`config.mk`:
```
export PLATFORM = sky130hd
export DESIGN_NAME = gpio_irq_apb4
export DESIGN_NICKNAME = d
export VERILOG_FILES = /design/src/rtl/gpio_irq_apb4.sv
export SDC_FILE = /design/constraint.sdc
export NUM_CORES = 1
export LEC_CHECK = 0
export CAP_MARGIN = 20
export CORE_MARGIN = 3
export CORE_UTILIZATION = 39
export CTS_CLUSTER_SIZE = 20
export DETAILED_ROUTE_END_ITERATION = 7
export PLACE_DENSITY = 0.74
export SYNTH_ARGS = -nofsm -noshare
export SYNTH_HDL_FRONTEND = slang
export SYNTH_SLANG_ARGS = --single-unit
```
`constraint.sdc`:
```
create_clock -name PCLK -period 0.9 [get_ports PCLK]
set_input_delay 0.09 -clock PCLK [delete_from_list [all_inputs] [get_ports PCLK]]
set_output_delay 0.09 -clock PCLK [all_outputs]
set_load 0.005 [all_outputs]
```
`src/rtl/gpio_irq_apb4.sv`:
```
// gpio_irq_apb4 -- APB4 GPIO bank with per-pin direction, atomic output
// set/clear, synchronised inputs and per-pin edge/level interrupts.
//
// Configuration macro: GPIO_IRQ_EN
//   defined   : IRQ_EN / IRQ_TYPE / IRQ_POL / IRQ_STAT registers and the
//               edge-detect flop are built; irq_o reflects pending enabled pins.
//   undefined : offsets 0x14-0x20 read 0 and ignore writes, irq_o tied 0.
//
// Parameters:
//   GPIO_NUM    requested pin count, clamped to the 32-bit bus (GPIO_NUM_)
//   SYNC_STAGES input synchroniser depth, clamped to 2..4
//   ADDR_W      PADDR width; word offsets above 0x20 raise PSLVERR
//
// Ports:
//   PCLK, PRESETn                   APB clock, async active-low reset
//   PADDR/PSEL/PENABLE/PWRITE/PWDATA APB request
//   PRDATA/PREADY/PSLVERR           APB response (PREADY always 1)
//   io_pin_i                        raw pad inputs (asynchronous)
//   io_pin_o / io_oe_o              pad output values / output enables
//   irq_o                           level interrupt
//
// Register map (word offsets): 0x00 DIR, 0x04 OUT, 0x08 IN, 0x0C OUT_SET,
// 0x10 OUT_CLR, 0x14 IRQ_EN, 0x18 IRQ_TYPE (1 edge), 0x1C IRQ_POL (1 rise/high),
// 0x20 IRQ_STAT (write 1 to clear).

module gpio_irq_apb4 #(
   parameter int  GPIO_NUM    = 16,
   parameter int  SYNC_STAGES = 2,
   parameter int  ADDR_W      = 12,
   localparam int MEM_BUS     = 32,
   localparam int GPIO_NUM_   = (GPIO_NUM < MEM_BUS) ? GPIO_NUM : MEM_BUS
) (
   input  logic                 PCLK,
   input  logic                 PRESETn,
   input  logic [ADDR_W-1:0]    PADDR,
   input  logic                 PSEL,
   input  logic                 PENABLE,
   input  logic                 PWRITE,
   input  logic [MEM_BUS-1:0]   PWDATA,
   output logic [MEM_BUS-1:0]   PRDATA,
   output logic                 PREADY,
   output logic                 PSLVERR,
   input  logic [GPIO_NUM_-1:0] io_pin_i,
   output logic [GPIO_NUM_-1:0] io_pin_o,
   output logic [GPIO_NUM_-1:0] io_oe_o,
   output logic                 irq_o
);

   localparam int SYNC_N = (SYNC_STAGES < 2) ? 2 : ((SYNC_STAGES > 4) ? 4 : SYNC_STAGES);

   logic [ADDR_W-3:0]    offset;
   logic                 unmapped;
   logic                 setup_ph;
   logic                 wr_en;
   logic [GPIO_NUM_-1:0] wdata;
   logic                 unused_bits;

   logic [GPIO_NUM_-1:0] dir_q, dir_d;
   logic [GPIO_NUM_-1:0] out_q, out_d;
   logic [GPIO_NUM_-1:0] sync_chain_q [SYNC_N];
   logic [GPIO_NUM_-1:0] sync_chain_d [SYNC_N];
   logic [GPIO_NUM_-1:0] sync_in;
   logic [MEM_BUS-1:0]   prdata_q, prdata_d;
   logic                 pslverr_q, pslverr_d;
   logic [GPIO_NUM_-1:0] rd_gpio;

   assign offset      = PADDR[ADDR_W-1:2];
   assign unmapped    = offset > (ADDR_W-2)'(8);
   assign setup_ph    = PSEL & ~PENABLE;
   assign wr_en       = PSEL & PENABLE & PWRITE & ~unmapped;
   assign wdata       = PWDATA[GPIO_NUM_-1:0];
   assign unused_bits = ^{PADDR[1:0], PWDATA};
   assign sync_in     = sync_chain_q[SYNC_N-1];

   assign PREADY   = 1'b1;
   assign PRDATA   = prdata_q;
   assign PSLVERR  = pslverr_q;
   assign io_pin_o = out_q;
   assign io_oe_o  = dir_q;

   // Output-side registers; SET/CLR modify OUT atomically so software never
   // needs a read-modify-write that could race with another bus master.
   always_comb begin
      dir_d = dir_q;
      out_d = out_q;
      if (wr_en) begin
         case (offset[3:0])
            4'h0:    dir_d = wdata;
            4'h1:    out_d = wdata;
            4'h3:    out_d = out_q | wdata;
            4'h4:    out_d = out_q & ~wdata;
            default: ;
         endcase
      end
   end

   // Synchroniser shift chain; the last stage is the first metastability-safe view.
   always_comb begin
      sync_chain_d[0] = io_pin_i;
      for (int s = 1; s < SYNC_N; s++) begin
         sync_chain_d[s] = sync_chain_q[s-1];
      end
   end

`ifdef GPIO_IRQ_EN
   logic [GPIO_NUM_-1:0] irq_en_q, irq_en_d;
   logic [GPIO_NUM_-1:0] irq_type_q, irq_type_d;
   logic [GPIO_NUM_-1:0] irq_pol_q, irq_pol_d;
   logic [GPIO_NUM_-1:0] irq_stat_q, irq_stat_d;
   logic [GPIO_NUM_-1:0] sync_prev_q;
   logic [GPIO_NUM_-1:0] stat_clr;
   logic [GPIO_NUM_-1:0] pol_match;
   logic [GPIO_NUM_-1:0] irq_event;

   // Interrupt configuration and pending status. An event in the same cycle
   // as a W1C wins, so a level source that is still active re-sets at once.
   always_comb begin
      irq_en_d   = irq_en_q;
      irq_type_d = irq_type_q;
      irq_pol_d  = irq_pol_q;
      stat_clr   = '0;
      if (wr_en) begin
         case (offset[3:0])
            4'h5:    irq_en_d   = wdata;
            4'h6:    irq_type_d = wdata;
            4'h7:    irq_pol_d  = wdata;
            4'h8:    stat_clr   = wdata;
            default: ;
         endcase
      end
      pol_match  = ~(sync_in ^ irq_pol_q);
      irq_event  = pol_match & (~irq_type_q | (sync_in ^ sync_prev_q));
      irq_stat_d = (irq_stat_q & ~stat_clr) | irq_event;
   end

   always_ff @(posedge PCLK or negedge PRESETn) begin
      if (!PRESETn) begin
         irq_en_q    <= '0;
         irq_type_q  <= '0;
         irq_pol_q   <= '0;
         irq_stat_q  <= '0;
         sync_prev_q <= '0;
      end else begin
         irq_en_q    <= irq_en_d;
         irq_type_q  <= irq_type_d;
         irq_pol_q   <= irq_pol_d;
         irq_stat_q  <= irq_stat_d;
         sync_prev_q <= sync_in;
      end
   end

   assign irq_o = |(irq_stat_q & irq_en_q);
`else
   assign irq_o = 1'b0;
`endif

   // Read mux; write-only and absent registers fall through to zero.
   always_comb begin
      rd_gpio = '0;
      case (offset[3:0])
         4'h0:    rd_gpio = dir_q;
         4'h1:    rd_gpio = out_q;
         4'h2:    rd_gpio = sync_in;
`ifdef GPIO_IRQ_EN
         4'h5:    rd_gpio = irq_en_q;
         4'h6:    rd_gpio = irq_type_q;
         4'h7:    rd_gpio = irq_pol_q;
         4'h8:    rd_gpio = irq_stat_q;
`endif
         default: rd_gpio = '0;
      endcase
   end

   // Response is captured in the setup phase so it is stable for the whole
   // access phase; PSLVERR drops again once the access phase ends.
   always_comb begin
      prdata_d  = prdata_q;
      pslverr_d = 1'b0;
      if (setup_ph) begin
         prdata_d  = unmapped ? '0 : MEM_BUS'(rd_gpio);
         pslverr_d = unmapped;
      end
   end

   always_ff @(posedge PCLK or negedge PRESETn) begin
      if (!PRESETn) begin
         dir_q        <= '0;
         out_q        <= '0;
         sync_chain_q <= '{default: '0};
         prdata_q     <= '0;
         pslverr_q    <= 1'b0;
      end else begin
         dir_q        <= dir_d;
         out_q        <= out_d;
         sync_chain_q <= sync_chain_d;
         prdata_q     <= prdata_d;
         pslverr_q    <= pslverr_d;
      end
   end

endmodule
```
==> results of run 1 <==
-- repair_timing --
action / CTS / global route
endpoints found under the setup margin: 98 / 98
setup buffers: 41 / 15
endpoints found under the hold margin: 81 / 0
resized for setup: 245 / 51
pin swaps: 15 / 18
hold buffers: 1 / 0
gates cloned: 2 / 1
-- report_power, final --
part	total (mW)	internal (mW)	switching, mW	leakage, nW
registers	3.75	3.72	0.0293	0.973
clock network	3.46	2.12	1.35	0.127
logic	0.705	0.362	0.343	1.59
total	7.91	6.20	1.72	2.69
-- routing by layer --
metal | global-route usage | up-vias | routed length (µm)
met4 | 0.08520 | 0 | 345
met5 | 0 | - | 0
met2 | 0.3785 | 122 | 5714
li1 | - | 1290 | -
met1 | 0.2490 | 1518 | 4182
met3 | 0.04786 | 24 | 562
-- layout make-up --
type	instances	area (µm²)
inverters	16	60.06
repair buffers	195	1705
fillers	512	2485
flip-flops and latches	81	2027
clock buffers	10	127.6
clock inverters	5	128.9
well taps	102	127.6
multi-input cells	152	1306
-- cell families (layout without fill, tap and decap cells) --
kind of cell | Yosys count | after routing | share of synthesized area
multiplexers | 17 | 17 | 0.05771
AND/OR/NAND/NOR | 65 | 65 | 0.1162
buffers and inverters | 47 | 226 | 0.08466
other | 2 | 18 | 0.002279
AO/OA/AOI/OAI | 52 | 52 | 0.1241
flip-flops | 81 | 81 | 0.6150
-- worst max-delay path by stage --
stage / cells past startpoint / slack [ps] / endpoint / startpoint
6_report: 7 / -480 / io_pin_o[0] / PADDR[11]
5_1_grt: 7 / -500 / io_pin_o[13] / PADDR[11]
4_1_cts: 8 / -550 / io_pin_o[13] / PADDR[11]
3_5_place_dp: 7 / -1050 / io_pin_o[13] / PADDR[9]
3_3_place_gp: 7 / -1000 / io_pin_o[8] / PADDR[9]
2_1_floorplan: 5 / -620 / io_oe_o[14] / PADDR[9]
-- state kept, by name (all words and copies together) (netlist names) --
name	cells
PRDATA	16
PSLVERR	1
io_oe_o	16
io_pin_o	16
sync_chain_d	16
sync_in	16
-- layout by cell type, fill, tap and decap left out, types with 2 or more instances in the layout --
master / instances
mux2_4: 2
nand2_2: 8
nor4_4: 2
buf_4: 70
dlygate4sd2_1: 6
o21ai_2: 16
conb_1: 18
bufinv_16: 4
clkbuf_8: 9
clkbuf_16: 2
nor2_4: 2
o221ai_2: 16
buf_6: 25
inv_1: 16
dfrtp_1: 81
nand2_1: 25
a222oi_1: 16
buf_12: 10
nand2b_1: 17
clkdlybuf4s50_1: 35
mux2_2: 14
nand2_4: 2
buf_2: 45
-- worst max-delay path: cells and delay by family --
| kind | cells | cell delay, ps |
|---|---|---|
| compound gates | 1 | 60 |
| buf+inv | 3 | 490 |
| simple gates | 3 | 1030 |
-- through the flow --
step	std cells	total power [mW]	util	setup slack, ps	hold WS (ps)
5_1_grt	561	8.160	0.6881	-501.1	149.8
3_5_place_dp	489	4.456	0.5909	-1046	29.78
3_3_place_gp	489	4.440	0.5909	-998.5	24.05
2_1_floorplan	280	4.051	-	-620.8	-205.6
4_1_cts	548	7.880	0.6547	-550.6	148.6
6_report	561	7.915	0.6881	-482.2	160.9
-- synth_stat cells, drive strengths merged --
library cell / n
clkbuf: 4
nand3: 1
nor2: 3
o221ai: 16
nand2: 35
nor4b: 1
a21o: 1
conb: 2
a21oi: 1
mux2: 16
nor4: 2
inv: 16
o21ai: 16
o31ai: 1
nand3b: 1
dfrtp: 81
mux2i: 1
a2111oi: 1
nor3: 1
nor3b: 1
or4: 1
or2: 1
a222oi: 16
nand2b: 17
buf: 27
or3b: 1
==> summary.md, run 1 <==
| Metric | Value |
|---|---|
| Largest net degree at the start of global routing | 25 |
| RR Startpoint | io_pin_o[2] |
| Worst skew pair latency | 360 ps |
| Clock Path Buffers | 2 |
| Initial antenna violation count | 0 |
| Slew Viols, Final | 0 |
| Worst Hold Depth | 1 |
| Peak Freq | 723.5 MHz |
| Synth area leader | dfrtp_1 |
| First-pass GRT wire length | 15.93 mm |
| DRT Wirelength | 10.80 mm |
| Hold wc startpoint | io_pin_i[12] |
| Post-route antenna net violation count | 0 |
| H-tree levels | 3 |
| Drt via density | 5.266 |
| Number of global-route vias before repair | 3101 |
| Critical Path RT | 1180 ps |
| CP Capture Type | flip-flop |
| Failing checks | negative setup slack |
| Clock sink count | 81 |
| Final WS setup | -482.2 ps |
| Worst path max stage delay | 540 ps |
| Die Wd | 97.93 µm |
| Final setup violation count | 98 |
| Hold endpoint | sync_chain_d[12] |
| Final TNS setup | -23260 ps |
| Placed cell areas | 4708 µm² |
| Period utilisation layout | 1.536 |
| Post-synthesis cell count | 264 |
| Synth top area share | 0.6150 |
| Yosys warns | 0 |
| Startpoint types | input pin |
| GR Overflow Total | 0 |
| Total CTS buffers | 9 |
| CTS clk-pin slew, worst paths | 90 ps |
| Worst Path Class, Setup | in -> reg |
| LEAKAGE | 2.690 nW |
| Max stage delay cell, worst path | or4_4 |
| CP arrival | 1660 ps |
| FF-to-FF End | PRDATA[2] |
| Reg-to-reg slack, setup | -310 ps |
| Num rows | 32 |
| Wire length per cell | 19.26 µm |
| Initial core utilization | 0.4136 |
| VDD IR max | 0.001439 V |
| Synth top area cells | dfrtp_1, a222oi_1, mux2_2 |
| Pwr/cell area | 1444 nW/µm² |
| Drc violations | 0 |
| Avg Synthesized Cell Area | 12.48 µm² |
| CTS root buf | clkbuf_8 |
| #FFs+latches synth | 81 |
| DIE AREA | 9589 µm² |
| Buffers on Ports | 95 |
| Unrepaired setup endpoints after global routing | yes |
| Final Hold Violating Endpoints | 0 |
| Worst-path cell chain | buf_6, or4_4, buf_6, nor4_4, clkbuf_16, nand2_2, o221ai_2 |
| Design area | 5483 µm² |
| Hpwl dp | 6.202 mm |
| Run status | finished, violations left |
| Share of cells above drive strength 1 | 0.5163 |
| Mapped Area | 3296 µm² |
| Most Frequent Cell on Critical Path | buf_6 |
| Drt first-iter violations | 267 |
| Max Cap Viol | 0 |
| Crit-path max FO | 8 |
| Worst-case reg-to-reg path depth | 3 |
| RePlAce Congestion | 0.7474 |
| CTS tree | yes |
| Post-layout min period | 1382 ps |
| Hold Crit Class | in -> reg |
| Via Count | 2954 |
| Y dimension of the die | 97.93 µm |
| # nets final | 520 |
| Post-synthesis cell type count | 31 |
| Worst clock skew | 8.805 ps |
| Ant. Diodes | 0 |
| Core Region | 7968 µm² |
| Post-synthesis sequential area ratio | 0.6150 |
| Total track usage | 0.2131 |
| Area growth from synthesis to layout | 66.36% |
| Drt pass-1 iters | 5 |
| Io pins | 132 |
No activity file was read; power rests on OpenSTA's default activity.
==> run 2, diff against run 1 <==
==> constraint.sdc (replaced) <==
create_clock -name PCLK -period 1.15 [get_ports PCLK]
set_input_delay 0.115 -clock PCLK [delete_from_list [all_inputs] [get_ports PCLK]]
set_output_delay 0.115 -clock PCLK [all_outputs]
set_load 0.005 [all_outputs]
==> summary.md, run 2 (same netlist as run 1, synthesis figures left out) <==
| Metric | Value |
|---|---|
| Run status | finished, violations left |
| Failing checks | negative setup slack |
| VDD IR max | 0.0009011 V (-37%) |
| Ant. Diodes | 0 (unchanged) |
| CTS clk-pin slew, worst paths | 90 ps (about the same) |
| Y dimension of the die | 97.93 µm (unchanged) |
| Switch Pwr | 1.371 mW (-20%) |
| Register share of total power | 0.515 (+0.041) |
| Peak Freq | 725.5 MHz |
| Clock Path Buffers | 2 (unchanged) |
| Die Wd | 97.93 µm (unchanged) |
| Post-route antenna net violation count | 0 (unchanged) |
| Multi-input logic area | 1299 µm² (-0.57%) |
| Area growth from synthesis to layout | 63.33% |
| Initial core utilization | 0.4136 (unchanged) |
| Num rows | 32 (unchanged) |
| Drt pass-1 iters | 5 (unchanged) |
| Final WS setup | -228.4 ps (+253.8 ps) |
| Fill count | 512 (unchanged) |
| Period utilisation layout | 1.199 |
| FF-to-FF End | PRDATA[4] |
| Post-layout min period | 1378 ps |
| Buffers on Ports | 95 (unchanged) |
| Int Pwr | 4.325 mW (-30%) |
| Reg-to-reg slack, setup | -100 ps (+210 ps) |
| CP arrival | 1600 ps (-60 ps) |
| Worst-case reg-to-reg path depth | 3 (unchanged) |
| Io pins | 132 (unchanged) |
| Drt first-iter violations | 233 (-13%) |
| Commonest non-fill, non-tap cells in the layout | dfrtp_1, buf_4, clkdlybuf4s15_1 |
| Max Cap Viol | 0 (unchanged) |
| Largest net degree at the start of global routing | 26 (+4.0%) |
| Clock Power Share | 0.390 (-0.047) |
| Worst skew pair latency | 350 ps (about the same) |
| Critical Path Source | PADDR[8] |
| Initial antenna violation count | 0 (unchanged) |
| RePlAce Congestion | 0.7973 (+6.7%) |
| Final Hold Violating Endpoints | 0 (unchanged) |
| Core Region | 7968 µm² (unchanged) |
| Final setup violation count | 50 (-49%) |
| LEAKAGE | 2.557 nW (-4.9%) |
| Sw Ratio | 0.2407 (+0.02355) |
| DRT Wirelength | 10.14 mm (-6.1%) |
| Storage cell area | 2027 µm² (unchanged) |
| Worst Path Class, Setup | in -> reg |
| Crit-path max FO | 8 (unchanged) |
| Pwr/cell area | 1058 nW/µm² (-27%) |
| Pwr Total | 5.695 mW (-28%) |
| Total track usage | 0.2123 (-0.0008228) |
| Slew Viols, Final | 0 (unchanged) |
| Worst clock skew | 10.53 ps (+1.726 ps) |
| CTS root buf | clkbuf_8 |
| Drt via density | 5.213 (-1.0%) |
| Slew @ Worst Pin | 526.9 ps |
| CP endpoint | io_pin_o[5] |
| Share of cells above drive strength 1 | 0.3630 (-0.1533) |
| Commonest non-fill, non-tap cell in the layout | dfrtp_1 |
| RR Startpoint | io_pin_o[4] |
| CTS tree | yes |
| Total CTS buffers | 9 (unchanged) |
| Wire length per cell | 18.78 µm (-2.5%) |
| # nets final | 498 (-4.2%) |
| Final TNS setup | -7619 ps (+15640 ps) |
| Combinational share of power | 0.095 (+0.006) |
| Hold Crit Class | in -> async |
| First-pass GRT wire length | 15.86 mm (-0.43%) |
| Drc violations | 0 (unchanged) |
| Unrepaired setup endpoints after global routing | yes |
| Startpoint types | input pin |
| GR Overflow Total | 0 (unchanged) |
| Clock sink count | 81 (unchanged) |
| Max_slew headroom | 0.6487 |
| Hpwl dp | 6.198 mm (about the same) |
| Number of global-route vias before repair | 3082 (-0.61%) |
| Critical Path RT | 1370 ps (+190 ps) |
| DIE AREA | 9589 µm² (unchanged) |
| H-tree levels | 3 (unchanged) |
| Via Count | 2815 (-4.7%) |
| CP Capture Type | flip-flop |
==> run 2: power by group through the flow <==
stage	Sequential, mW	Clock, mW	Combinational, mW
final	2.93	2.22	0.540
after CTS	2.93	2.22	0.529
after floorplan	2.99	0	0.184
after global routing	2.94	2.35	0.583
after global placement	2.99	0	0.467
after detailed placement	2.99	0	0.477
==> run 2: per-stage QoR <==
step / instances / utilization / area [µm²] / hold WS [ps] / worst slack, ps
floorplan: 280 / - / 3398 / -180.6 / -395.8
global placement: 472 / 0.5702 / 4543 / 27.08 / -783.2
detailed placement: 472 / 0.5702 / 4543 / 30.02 / -842.1
CTS: 534 / 0.6650 / 5299 / 180.3 / -215.2
global route: 540 / 0.6756 / 5383 / 177.1 / -268.8
finish: 540 / 0.6756 / 5383 / 190.3 / -228.4
==> run 2: worst max-delay path: stages <==
cell,delay (ps)
buf_6,90
or4_4,560
nor3_4,230
nor3b_4,280
buf_6,200
o221ai_2,120
==> run 2: layout make-up <==
cell class / count / share of cell area
well taps: 102 / 0.02371
repair buffers: 173 / 0.3078
clock inverters: 5 / 0.01139
clock buffers: 11 / 0.02813
multi-input cells: 152 / 0.2413
inverters: 16 / 0.01116
flip-flops and latches: 81 / 0.3766
==> run 2: what timing repair did <==
| item | 4_1_cts | 5_1_grt |
|---|---|---|
| gates resized for setup | 127 | 39 |
| endpoints found under the hold margin | 81 | 0 |
| setup endpoints to repair | 98 | 79 |
| setup buffers | 44 | 9 |
| hold buffers | 1 | 0 |
| cloned | 2 | 0 |
| pin swaps | 23 | 8 |
==> run 2: worst min-delay path by stage <==
stage	from	to	cells after the start
2_1_floorplan	PRESETn	PRDATA[0]	0
3_3_place_gp	PRESETn	sync_chain_d[15]	1
6_report	PRESETn	sync_chain_d[15]	2
4_1_cts	io_pin_i[8]	sync_chain_d[8]	1
5_1_grt	io_pin_i[8]	sync_chain_d[8]	1
3_5_place_dp	PRESETn	sync_chain_d[15]	1
==> run 2: per-layer routing <==
metal | up-vias | wire length [µm] | part of all wire | track usage
met4 | 0 | 281 | 0.028 | 0.1235
li1 | 1247 | - | - | -
met1 | 1446 | 3680 | 0.36 | 0.2325
met3 | 22 | 522 | 0.051 | 0.03714
met2 | 100 | 5656 | 0.56 | 0.3832
met5 | - | 0 | 0 | 0
